`src/rtl/mini_src_pkg.sv`:
```
`default_nettype none
// ============================================================================
// Module   : mini_src_pkg
// Purpose  : Shared definitions for the mini SRC control unit: opcode
//            constants, ALU ADD code, FSM state encoding and opcode classes.
// Revision : 1.0 - initial release
// ============================================================================
package mini_src_pkg;

    // Opcodes (IR[31:27])
    localparam logic [4:0] c_OP_LD       = 5'b00000;
    localparam logic [4:0] c_OP_LDI      = 5'b00001;
    localparam logic [4:0] c_OP_ST       = 5'b00010;
    localparam logic [4:0] c_OP_RCLS_0   = 5'b00011;  // add
    localparam logic [4:0] c_OP_RCLS_1   = 5'b00100;
    localparam logic [4:0] c_OP_RCLS_2   = 5'b00101;
    localparam logic [4:0] c_OP_RCLS_3   = 5'b00110;  // or
    localparam logic [4:0] c_OP_ADDI     = 5'b01100;
    localparam logic [4:0] c_OP_ANDI     = 5'b01101;
    localparam logic [4:0] c_OP_ORI      = 5'b01110;
    localparam logic [4:0] c_OP_BR       = 5'b10010;
    localparam logic [4:0] c_OP_JR       = 5'b10011;
    localparam logic [4:0] c_OP_NOP      = 5'b11010;
    localparam logic [4:0] c_OP_HALT     = 5'b11011;

    // ALU codes
    localparam logic [4:0] c_ALU_ADD     = 5'b00011;
    localparam logic [4:0] c_ALU_NONE    = 5'b00000;

    typedef enum logic [3:0] {
        ST_RST  = 4'd0,
        ST_T0   = 4'd1,
        ST_T1   = 4'd2,
        ST_T2   = 4'd3,
        ST_T3   = 4'd4,
        ST_T4   = 4'd5,
        ST_T5   = 4'd6,
        ST_T6   = 4'd7,
        ST_T7   = 4'd8,
        ST_HALT = 4'd9
    } state_t;

    // HALT class covers both the halt opcode and every undefined opcode
    typedef enum logic [3:0] {
        CLS_R    = 4'd0,
        CLS_IMM  = 4'd1,
        CLS_LDI  = 4'd2,
        CLS_LD   = 4'd3,
        CLS_ST   = 4'd4,
        CLS_BR   = 4'd5,
        CLS_JR   = 4'd6,
        CLS_NOP  = 4'd7,
        CLS_HALT = 4'd8
    } opclass_t;

endpackage
`default_nettype wire

```
`src/rtl/mini_src_opclass_decode.sv`:
```
`default_nettype none
// ============================================================================
// Module   : mini_src_opclass_decode
// Purpose  : Combinational opcode -> instruction class decoder.
// Ports    : opcode   in  [4:0] IR[31:27]
//            op_class out       instruction class (undefined -> CLS_HALT)
// Revision : 1.0 - initial release
// ============================================================================
module mini_src_opclass_decode
    import mini_src_pkg::*;
(
    input  logic [4:0] opcode,
    output opclass_t   op_class
);

    always_comb begin
        op_class = CLS_HALT;
        case (opcode)
            c_OP_RCLS_0, c_OP_RCLS_1,
            c_OP_RCLS_2, c_OP_RCLS_3:      op_class = CLS_R;
            c_OP_ADDI, c_OP_ANDI, c_OP_ORI: op_class = CLS_IMM;
            c_OP_LDI:                      op_class = CLS_LDI;
            c_OP_LD:                       op_class = CLS_LD;
            c_OP_ST:                       op_class = CLS_ST;
            c_OP_BR:                       op_class = CLS_BR;
            c_OP_JR:                       op_class = CLS_JR;
            c_OP_NOP:                      op_class = CLS_NOP;
            default:                       op_class = CLS_HALT;
        endcase
    end

endmodule
`default_nettype wire

```
`src/rtl/mini_src_control_unit.sv`:
```
`default_nettype none
// ============================================================================
// Module   : mini_src_control_unit
// Purpose  : Hardwired control unit for the mini SRC datapath. A single
//            state register (RST, T0..T7, HALT) sequences fetch and execute;
//            all strobes are decoded from that state plus the opcode.
// Ports    : clock, clear(async, active-low), opcode[4:0], CON_FF,
//            mem_ready, stop -> datapath strobes, Read/Write, Run, alu_op[4:0]
// Revision : 1.0 - initial release
// ============================================================================
module mini_src_control_unit
    import mini_src_pkg::*;
(
    input  logic       clock,
    input  logic       clear,
    input  logic [4:0] opcode,
    input  logic       CON_FF,
    input  logic       mem_ready,
    input  logic       stop,
    output logic       Gra,
    output logic       Grb,
    output logic       Grc,
    output logic       Rin,
    output logic       Rout,
    output logic       BAout,
    output logic       Cout,
    output logic       PCout,
    output logic       PCin,
    output logic       IncPC,
    output logic       MARin,
    output logic       MDRin,
    output logic       MDRout,
    output logic       IRin,
    output logic       Yin,
    output logic       Zin,
    output logic       Zlowout,
    output logic       CONin,
    output logic       Read,
    output logic       Write,
    output logic       Run,
    output logic [4:0] alu_op
);

    state_t   r_state;
    opclass_t w_class;
    state_t   w_fetch_next;

    mini_src_opclass_decode u_decode (
        .opcode   (opcode),
        .op_class (w_class)
    );

    // Every instruction end goes through here so stop is honoured uniformly
    assign w_fetch_next = stop ? ST_HALT : ST_T0;

    always_ff @(posedge clock or negedge clear) begin
        if (!clear) begin
            r_state <= ST_RST;
        end else begin
            case (r_state)
                ST_RST:  r_state <= ST_T0;
                ST_T0:   r_state <= ST_T1;
                ST_T1:   r_state <= mem_ready ? ST_T2 : ST_T1;
                ST_T2:   r_state <= ST_T3;
                ST_T3: begin
                    case (w_class)
                        CLS_R, CLS_IMM, CLS_LDI,
                        CLS_LD, CLS_ST, CLS_BR: r_state <= ST_T4;
                        CLS_JR, CLS_NOP:        r_state <= w_fetch_next;
                        default:                r_state <= ST_HALT;
                    endcase
                end
                ST_T4:   r_state <= ST_T5;
                ST_T5: begin
                    case (w_class)
                        CLS_LD, CLS_ST, CLS_BR: r_state <= ST_T6;
                        default:                r_state <= w_fetch_next;
                    endcase
                end
                ST_T6: begin
                    case (w_class)
                        CLS_LD:  r_state <= mem_ready ? ST_T7 : ST_T6;
                        CLS_ST:  r_state <= ST_T7;
                        default: r_state <= w_fetch_next;
                    endcase
                end
                ST_T7: begin
                    if (w_class == CLS_ST && !mem_ready) r_state <= ST_T7;
                    else                                 r_state <= w_fetch_next;
                end
                ST_HALT: r_state <= ST_HALT;
                default: r_state <= ST_RST;
            endcase
        end
    end

    always_comb begin
        Gra = 1'b0; Grb = 1'b0; Grc = 1'b0; Rin = 1'b0; Rout = 1'b0;
        BAout = 1'b0; Cout = 1'b0; PCout = 1'b0; PCin = 1'b0; IncPC = 1'b0;
        MARin = 1'b0; MDRin = 1'b0; MDRout = 1'b0; IRin = 1'b0; Yin = 1'b0;
        Zin = 1'b0; Zlowout = 1'b0; CONin = 1'b0; Read = 1'b0; Write = 1'b0;
        alu_op = c_ALU_NONE;
        Run = (r_state != ST_RST) && (r_state != ST_HALT);
        case (r_state)
            ST_T0: begin PCout = 1'b1; MARin = 1'b1; IncPC = 1'b1; Zin = 1'b1; end
            ST_T1: begin Zlowout = 1'b1; PCin = 1'b1; Read = 1'b1; MDRin = 1'b1; end
            ST_T2: begin MDRout = 1'b1; IRin = 1'b1; end
            ST_T3: begin
                case (w_class)
                    CLS_R, CLS_IMM:         begin Grb = 1'b1; Rout = 1'b1; Yin = 1'b1; end
                    CLS_LDI, CLS_LD, CLS_ST: begin Grb = 1'b1; BAout = 1'b1; Yin = 1'b1; end
                    CLS_BR:                 begin Gra = 1'b1; Rout = 1'b1; CONin = 1'b1; end
                    CLS_JR:                 begin Gra = 1'b1; Rout = 1'b1; PCin = 1'b1; end
                    default: ;
                endcase
            end
            ST_T4: begin
                case (w_class)
                    CLS_R:   begin Grc = 1'b1; Rout = 1'b1; Zin = 1'b1; alu_op = opcode; end
                    CLS_IMM: begin Cout = 1'b1; Zin = 1'b1; alu_op = opcode; end
                    CLS_LDI, CLS_LD, CLS_ST:
                             begin Cout = 1'b1; Zin = 1'b1; alu_op = c_ALU_ADD; end
                    CLS_BR:  begin PCout = 1'b1; Yin = 1'b1; end
                    default: ;
                endcase
            end
            ST_T5: begin
                case (w_class)
                    CLS_R, CLS_IMM, CLS_LDI: begin Zlowout = 1'b1; Gra = 1'b1; Rin = 1'b1; end
                    CLS_LD, CLS_ST:          begin Zlowout = 1'b1; MARin = 1'b1; end
                    CLS_BR:                  begin Cout = 1'b1; Zin = 1'b1; alu_op = c_ALU_ADD; end
                    default: ;
                endcase
            end
            ST_T6: begin
                case (w_class)
                    CLS_LD:  begin Read = 1'b1; MDRin = 1'b1; end
                    CLS_ST:  begin Gra = 1'b1; Rout = 1'b1; MDRin = 1'b1; end
                    // Branch taken only when the condition flag is set
                    CLS_BR:  begin Zlowout = 1'b1; PCin = CON_FF; end
                    default: ;
                endcase
            end
            ST_T7: begin
                case (w_class)
                    CLS_LD:  begin MDRout = 1'b1; Gra = 1'b1; Rin = 1'b1; end
                    CLS_ST:  Write = 1'b1;
                    default: ;
                endcase
            end
            default: ;
        endcase
    end

endmodule
`default_nettype wire

```
`config.mk`:
```
export PLATFORM = sky130hd
export DESIGN_NAME = mini_src_control_unit
export DESIGN_NICKNAME = d
export VERILOG_FILES = /design/src/rtl/mini_src_pkg.sv /design/src/rtl/mini_src_opclass_decode.sv /design/src/rtl/mini_src_control_unit.sv
export SDC_FILE = /design/constraint.sdc
export NUM_CORES = 1
export LEC_CHECK = 0
export CORE_MARGIN = 2
export CORE_UTILIZATION = 46
export DETAILED_ROUTE_END_ITERATION = 6
export PLACE_DENSITY = 0.89
export SETUP_SLACK_MARGIN = 0.4
export SYNTH_ARGS = -nofsm -noshare
export SYNTH_HDL_FRONTEND = slang
export SYNTH_SLANG_ARGS = --single-unit
```
`constraint.sdc`:
```
create_clock -name clock -period 3.6 [get_ports clock]
set_input_delay 0.54 -clock clock [delete_from_list [all_inputs] [get_ports clock]]
set_output_delay 0.54 -clock clock [all_outputs]
set_load 0.03 [all_outputs]
```
== Word-level counts from Yosys, hierarchy flattened ==
Memories as Yosys holds them, arrays and structs flattened.
Cells that the tools add are included.
Widths: inputs -> output; s select.

* Register bits: 4
* Bits in read-only memories: 128
* Bits of input ports: 10
* Output and inout bits: 26
* Logic and storage cells: 80
* Memories: 1

* Equal/unequal tests: 17
* Multiplexer cells: 44
* Reductions and logical operators: 17

{| class="wikitable"
|+ Memories
! name !! words !! width !! read ports !! clocked after Yosys merged registers in !! write ports !! line !! source
|-
| (no name shown) || 32 || 4 || 1 || 0 || 0 || mini_src_opclass_decode.sv:18 || <nowiki>case (opcode)</nowiki>
|}

{| class="wikitable"
|+ Operators by type and width
! cell !! number
|-
| $pmux 4 s10 || 1
|-
| $eq 4x3->1 const B || 8
|-
| $mux 1 || 21
|-
| $pmux 5 s2 || 2
|-
| $eq 4x2->1 const B || 4
|-
| $mux 4 || 4
|-
| $pmux 1 s2 || 8
|-
| $pmux 4 s2 || 2
|-
| $pmux 1 s3 || 4
|-
| $reduce_or 3->1 || 3
|-
| $eq 4x1->1 const B || 2
|-
| $eq 4x4->1 const B || 2
|-
| $logic_not 4->1 || 2
|-
| $reduce_or 2->1 || 4
|-
| $reduce_or 4->1 || 2
|-
| $reduce_or 6->1 || 1
|-
| $reduce_or 5->1 || 1
|-
| $ne 4x4->1 const B || 1
|-
| $pmux 1 s4 || 1
|-
| $reduce_bool 4->1 || 1
|-
| $logic_and 1x1->1 || 2
|-
| $mux 2 || 1
|-
| $logic_not 1->1 || 1
|}

== Depth between registers and ports, before layout ==
Gate-level depths: netlist of the first run.
An unclocked memory read counts as a cell.

* Word-level depth: 5
* Gate-level depth with buffers: 6
* Mapped depth without buffers: 4

== Hierarchy ==
From an unflattened synthesis of the first run, not the netlist that was laid out.

* Cells, all modules: 137
* Area, all modules: 917.1 µm²

{| class="wikitable"
|+ By module, submodules not included
! module !! times used !! cells each !! area each (µm²) !! sequential area each (µm²)
|-
| mini_src_control_unit || 1 || 117 || 782.0 || 100.1
|-
| mini_src_opclass_decode || 1 || 20 || 135.1 || 0.0
|}

== Worst setup path before layout of the first run ==
OpenSTA, ideal clock, no wires.

* Kind: input -> output
* Start: in opcode[2]
* End: out Gra
* Arrival: 2.231 ns
* Data required time: 3.060 ns
* Slack: 0.829 ns
* Stages on the path: 6
* Buffers on the path: 2
* Cell sequence: buf_6 or3_1 clkbuf_2 nor3_1 a32oi_1 o21ai_0

* Longest elaborated chain between the ends: 5
* Elaborated cells between the ends (all ways): 15
* Those cells by class: eq/ne: 6; mux: 5; reduce/logical: 3; memory: 1

{| class="wikitable"
|+ RTL lines
! element !! line !! source
|-
| start, declared || mini_src_control_unit.sv:16 || <nowiki>input logic [4:0] opcode,</nowiki>
|-
| $mem_v2 32x4 (*) || - ||
|-
| $eq 4x1->1 (tied with other cells) || mini_src_control_unit.sv:128 || <nowiki>case (w_class)</nowiki>
|-
| $reduce_or 3->1 / $reduce_or 2->1 (equally long branches) || - ||
|-
| $mux 1 (on tied branches) || mini_src_control_unit.sv:128, mini_src_control_unit.sv:109 ||
|-
| $pmux 1 s4 (*) || mini_src_control_unit.sv:104 || <nowiki>case (r_state)</nowiki>
|-
| end, declared || mini_src_control_unit.sv:20 || <nowiki>output logic Gra,</nowiki>
|}

Mark *: on every way between the ends. The rest lies on a longest branch, timed or not.

== Final worst setup path of the first run ==
* Start: in opcode[2]
* End: out Rout

* Longest elaborated chain between the ends: 5
* Elaborated cells between the ends (all ways): 11
* Those cells by class: eq/ne: 4; mux: 4; reduce/logical: 2; memory: 1

{| class="wikitable"
|+ RTL lines
! element !! line !! source
|-
| $mem_v2 32x4 (*) || - ||
|-
| $eq 4x3->1 (tied with other cells) || mini_src_control_unit.sv:109 || <nowiki>case (w_class)</nowiki>
|-
| $reduce_or 4->1 (no line) || - ||
|-
| $mux 1 || mini_src_control_unit.sv:109 ||
|-
| $pmux 1 s3 (*) || mini_src_control_unit.sv:104 ||
|-
| end, declared || mini_src_control_unit.sv:24 || <nowiki>output logic Rout,</nowiki>
|}

Marked as above.

==> metrics.md, run 1 <==
| Metric | Value |
|---|---|
| Final core utilization | 73.7% |
| GRT overflow | 0 |
| Register area | 100 sq um |
| Core area | 0.00175 sq mm |
| DR iter-0 viols | 55 |
| Synthesized area per cell | 6.38 sq um |
| Worst Setup End Kind | primary output |
| Distinct cells, synth | 45 |
| Final TNS setup | 0 ps |
| ANT nets after route | 0 |
| Overall routing resource usage | 28.5% |
| Grt peak-use layer | met2 |
| Ys flop type | dfrtp_1 |
| CP required | 3060 ps |
| Routed wire per std cell | 15.0 um |
| Worst skew pair latency | 240 ps |
| Die Height | 47.4 um |
| Pin count of the biggest net entering global routing | 20 |
| Tmin final | 3080 ps |
| Critical register-to-register path startpoint | r_state[0] |
| Area grow syn2layout | 48.3% |
| DIE WIDTH | 47.4 um |
| Reg2Reg Depth | 5 |
| DRT Pass-1 Iters | 4 |
| GRT met3 Usage | 3.40% |
| VDD IR-drop max | 0.356 mV |
| Main combinational cell family by area after synthesis | simple AND/OR/NAND/NOR gates |
| Synth Area in Adders | 0% |
| Placed Cells | 189 |
| Multiplexer share of the synthesized area | 1.15% |
| Ys Warns | 0 |
| Syn Nets | 146 |
| Post-synth ARST share | 100% |
| Reg2reg end | r_state[3] |
| Arrival @ worst endpoint | 2540 ps |
| Post-synth EDFFs | 0 |
| Hold Fails Final Rpt | 0 |
| Routed wire length | 2890 um |
| Max Freq | 325 MHz |
| # fillers | 160 |
| Initial antenna violation count | 0 |
| Layout cell share with drive strength beyond 1 | 11.4% |
| Synth Instances | 136 |
| M1 GR Usage | 38.7% |
| Crit Path Category | primary input to primary output |
| Top Ports | 36 |
| CTS HTree Levels | 1 |
| Area of the multi-input gates | 702 sq um |
| Vias in the first global route | 1019 |
| PwrDens | 632 mW/mm^2 |
| Global-route wire length before repair | 4620 um |
| Largest Register | r_state |
| Final worst path period share | 85.4% |
| Sequential element share of the synthesized area | 11.5% |
| Non-Filler Instances | 192 |
| Crit path launch type | primary input |
| XOR/XNOR Fraction of Synth Area | 2.02% |
| Synth Register Bits | 4 |
| Max-cap violations | 0 |
| Max FO, Critical Path | 7 |
| Setup Skew | 3.90 ps |
| Synth Area in Simple Gates | 47.9% |
| RSZ-0062 raised after global routing | no |
| Remaining routing DRC violations | 0 |
| Row Count | 15 |
| Fin nets | 179 |
| Status | completed |
| CTS Sinks | 4 |
| Synthesized area | 867 sq um |
| Max-slew violations | 0 |
| Total Die Area | 0.00225 sq mm |
| Via count | 1157 |
| DP HPWL | 2240 um |
| Port Buffers | 34 |
| Total CTS buffers | 3 |
| Min-delay worst type | primary input to asynchronous set/reset pin |
| Met2 Use GR | 45.7% |
| Internal reg-to-reg setup slack | 2000 ps |
| Initial Util | 49.7% |
| P_leak | 0.674 nW |
| Most frequent cells in the layout | 19 x clkdlybuf4s50_1, 16 x nor2_1, 11 x nand2_1 |
| Clk pin slew, worst setup/hold paths | 40 ps |
| CTS max path bufs | 2 |
| CTS root buf | clkbuf_4 |
| Most common cell after layout, fill and taps aside | clkdlybuf4s50_1 |
| CTS tree | done |
| Via density | 6.03 |
| Setup violators final | 0 |
| Routability-driven placement congestion ratio | 0.900 |
| Largest registers | r_state x4 |
| Max FFs per register | 4 |
| Compound-Gate Fraction of Synth Area | 28.0% |
| Antenna cells | 0 |
cells in the mapped netlist, types with 2 or more instances:
library cell,number,area (sq um)
a21o_1,4,30.0
clkbuf_1,10,37.5
o221ai_1,2,17.5
nor3_1,6,30.0
nor3b_1,2,15.0
dfrtp_1,4,100
a21oi_1,8,40.0
o21ai_0,10,50.1
and2_1,6,37.5
nand2b_1,7,43.8
inv_1,3,11.3
a31oi_1,2,12.5
o41ai_1,2,17.5
nand2_1,11,41.3
nand3_1,8,40.0
or3_1,2,12.5
nor4_1,2,12.5
nor2b_1,5,31.3
nor2_1,16,60.1
layer usage:
layer / share of wire (%) / vias to the layer above
li1: - / 554
met1: 41 / 524
met2: 48 / 72
met3: 8.6 / 7
met4: 1.8 / 0
met5: 0 / -
repair_timing:
item,CTS,global route
resized for setup,7,11
cloned,0,0
buffers inserted,0,0
setup endpoints to repair,9,10
hold buffers,0,0
pin swaps,0,0
how the worst max path moves through the flow:
| stage | from | end | slack (ps) | depth (start not counted) |
|---|---|---|---|---|
| 5_1_grt | opcode[0] | PCin | 440 | 6 |
| 3_3_place_gp | opcode[2] | Gra | 290 | 6 |
| 4_1_cts | opcode[2] | MDRout | 410 | 6 |
| 3_5_place_dp | opcode[2] | Gra | 220 | 6 |
| 2_1_floorplan | opcode[2] | Gra | 830 | 6 |
| 6_report | opcode[2] | Rout | 520 | 7 |
stage by stage:
| step | power (mW) | hold WS (ps) | cell area [sq um] | worst slack, ps |
|---|---|---|---|---|
| after floorplan | 0.537 | 244 | 867 | 829 |
| after global placement | 0.755 | 748 | 1230 | 285 |
| after detailed placement | 0.760 | 754 | 1230 | 218 |
| after CTS | 0.815 | 495 | 1260 | 408 |
| after global routing | 0.868 | 506 | 1290 | 436 |
| final | 0.813 | 498 | 1290 | 524 |
worst max-delay path: stages:
cell	delay [ps]
clkdlybuf4s50_1	410
buf_4	160
or2_2	350
nor2_1	150
a31oi_1	60
o21ai_0	160
clkdlybuf4s50_1	700
final cells by class:
class	count	area share [%]
multi-input cells	115	54.6
repair buffers	42	32.6
flip-flops and latches	4	7.78
well taps	25	2.43
clock buffers	3	1.75
inverters	3	0.875
where the power goes:
group / switching [mW] / internal [mW] / total, mW
clock network: 0.0205 / 0.0374 / 0.0580
logic: 0.370 / 0.255 / 0.625
registers: 0.0641 / 0.0659 / 0.130
cells by family after synthesis:
| family | Yosys count |
|---|---|
| flops | 4 |
| compound gates | 37 |
| buf+inv | 17 |
| mux | 1 |
| simple gates | 74 |
| xor+xnor | 2 |
| other cells | 1 |
Power figures use the tool's default switching activity.
==> run 2: changes to the inputs <==
--- a/config.mk
+++ b/config.mk
@@ -8,6 +8,7 @@
 export CORE_MARGIN = 2
 export CORE_UTILIZATION = 46
 export DETAILED_ROUTE_END_ITERATION = 6
+export GPL_ROUTABILITY_DRIVEN = 0
 export PLACE_DENSITY = 0.89
 export SETUP_SLACK_MARGIN = 0.4
 export SYNTH_ARGS = -nofsm -noshare
==> run 2 against run 1 <==
  * Largest power group unchanged
  * Via count decreased by 0.61%
  * Routed wire length decreased by 0.24%
  * Clock-buffer cell count is the same
  * First-iteration DRC count grew 18%
  * Non-clock buffer count shrank 1
  * Sequential cell count is the same
  * Sequential share of layout area about the same
  * Final area is 0.58% lower
  * Total power up 0.28%
  * Global-route usage shrank 0.52 points
  * Setup slack got worse by 59 ps
==> metrics.md, run 2 (same netlist as run 1, synthesis figures left out) <==
| Metric | Value |
|---|---|
| Most frequent cells in the layout | 22 x clkdlybuf4s50_1, 16 x nor2_1, 11 x nand2_1 (was 19 x clkdlybuf4s50_1, 16 x nor2_1, 11 x nand2_1) |
| Final setup margin | 465 ps (was 524 ps) |
| Routed wire per std cell | 15.1 um (was 15.0 um) |
| Pin count of the biggest net entering global routing | 23 (was 20) |
| Hold Fails Final Rpt | 0 (unchanged) |
| Top Ports | 36 (unchanged) |
| CTS HTree Levels | 1 (unchanged) |
| # fillers | 158 (was 160) |
| Register area | 100 sq um (unchanged) |
| Clk pin slew, worst setup/hold paths | 40 ps (about the same) |
| Die Height | 47.4 um (unchanged) |
| Initial antenna violation count | 0 (unchanged) |
| CTS root buf | clkbuf_4 (unchanged) |
| Overall routing resource usage | 28.0% (was 28.5%) |
| Remaining routing DRC violations | 0 (unchanged) |
| Vias in the first global route | 1001 (was 1019) |
| Setup Skew | 6.09 ps (was 3.90 ps) |
| VDD IR-drop max | 0.394 mV (was 0.356 mV) |
| CTS Hold Buffers Added | 0 (unchanged) |
| Row Count | 15 (unchanged) |
| Final worst path period share | 87.1% (was 85.4%) |
| Crit-path max cell delay | 690 ps (was 700 ps) |
| RSZ-0062 raised after global routing | yes (was no) |
| CTS tree | done (unchanged) |
| CP cell instances | nor4b_1 > a22o_1 > nand3_1 > o21ai_0 > clkdlybuf4s50_1 (was clkdlybuf4s50_1 > buf_4 > or2_2 > nor2_1 > a31oi_1 > o21ai_0 > clkdlybuf4s50_1) |
| Crit Path Category | flip-flop to primary output (was primary input to primary output) |
| Max FO, Critical Path | 22 (was 7) |
| Max Freq | 319 MHz (was 325 MHz) |
| Final TNS setup | 0 ps (unchanged) |
| Largest Register | r_state (unchanged) |
| DP HPWL | 2130 um (was 2240 um) |
| Max-slew violations | 0 (unchanged) |
| Crit path buf inv count | 1 (was 3) |
| Min-delay worst type | primary input to asynchronous set/reset pin (unchanged) |
| ANT nets after route | 0 (unchanged) |
| Initial Util | 49.7% (unchanged) |
| Via count | 1150 (was 1157) |
| Non-Filler Instances | 191 (was 192) |
| Worst Tran Pin Value | 682 ps |
| Core area | 0.00175 sq mm (unchanged) |
| Antenna cells | 0 (unchanged) |
| Final hold slack | 496 ps (was 498 ps) |
| P_leak | 0.639 nW (was 0.674 nW) |
| Area grow syn2layout | 47.5% (was 48.3%) |
| Slew HR | 54.5% |
| CP required | 3060 ps (about the same) |
| DR iter-0 viols | 65 (was 55) |
| Largest registers | r_state x4 (unchanged) |
| Crit path launch type | flip-flop (was primary input) |
| Delay-heaviest family, CP | simple AND/OR/NAND/NOR gates (was buffers and inverters) |
| Place WS | 217 ps (was 218 ps) |
| Total CTS buffers | 3 (unchanged) |
| Setup violators final | 0 (unchanged) |
| CTS Sinks | 4 (unchanged) |
| Worst skew pair latency | 240 ps (about the same) |
| Placed Cells | 188 (was 189) |
| Port Buffers | 34 (unchanged) |
| Max-cap violations | 0 (unchanged) |
| Area of the multi-input gates | 702 sq um (unchanged) |
| Via density | 6.02 (was 6.03) |
| Status | completed (unchanged) |
| Total Die Area | 0.00225 sq mm (unchanged) |
| Most common cell after layout, fill and taps aside | clkdlybuf4s50_1 (unchanged) |
| GRT overflow | 0 (unchanged) |
| CTS max path bufs | 2 (unchanged) |
| Fin nets | 178 (was 179) |
| Crit-path slowest cell | clkdlybuf4s50_1 (unchanged) |
| Layout cell share with drive strength beyond 1 | 10.8% (was 11.4%) |
| Global-route wire length before repair | 4520 um (was 4620 um) |
| Max FFs per register | 4 (unchanged) |
| Worst Setup End Kind | primary output (unchanged) |
| Arrival @ worst endpoint | 2590 ps (was 2540 ps) |
| DRT Pass-1 Iters | 5 (was 4) |
| DIE WIDTH | 47.4 um (unchanged) |
| Tmin final | 3130 ps (was 3080 ps) |
| Routed wire length | 2880 um (was 2890 um) |
| PwrDens | 637 mW/mm^2 (was 632 mW/mm^2) |
[run 2: changes by cell type in the layout (fill, tap and decap cells not counted)]
cell and delta:
dlygate4sd2_1 -2, buf_4 -1, clkdlybuf4s50_1 +3, dlymetal6s2s_1 -1
[run 2: final cells by class]
type	instances	area share [%]
inverter	3	0.881
multi-input combinational	115	54.9
tap	25	2.45
timing repair buffer	41	32.2
clock buffer	3	1.76
sequential	4	7.83
[run 2: routing by layer]
metal / vias up / GRT usage (%) / wire length (um)
met2: 75 / 44.3 / 1370
li1: 555 / - / -
met5: - / 0 / 0
met4: 0 / 13.9 / 85
met1: 506 / 35.8 / 1140
met3: 14 / 6.04 / 287
[run 2: repair_timing]
| item | in CTS | in global routing |
|---|---|---|
| gates resized for setup | 5 | 10 |
| setup buffers | 0 | 0 |
| endpoints found under the setup margin | 9 | 14 |
[run 2: worst paths after layout]
check	slack, ps	from	cells after the start	to
min in group clock	740	r_state[1]	2	r_state[2]
max in group asynchronous	2940	clear	1	r_state[1]
min reg2reg	740	r_state[1]	2	r_state[2]
max	470	r_state[0]	5	Rout
min	500	clear	1	r_state[0]
max reg2reg	1860	r_state[0]	4	r_state[0]
[run 2: metrics by stage]
| stage | total power, mW | util, % | cell area [sq um] |
|---|---|---|---|
| 3_5_place_dp | 0.757 | 70.2 | 1220 |
| 3_3_place_gp | 0.744 | 70.2 | 1220 |
| 4_1_cts | 0.810 | 71.9 | 1250 |
| 2_1_floorplan | 0.537 | - | 867 |
| 6_report | 0.815 | 73.3 | 1280 |
| 5_1_grt | 0.870 | 73.3 | 1280 |
[run 2: power by group]
group / internal [mW] / total [mW] / switching (mW)
Sequential: 0.0658 / 0.126 / 0.0607
Combinational: 0.255 / 0.633 / 0.377
Clock: 0.0373 / 0.0558 / 0.0185
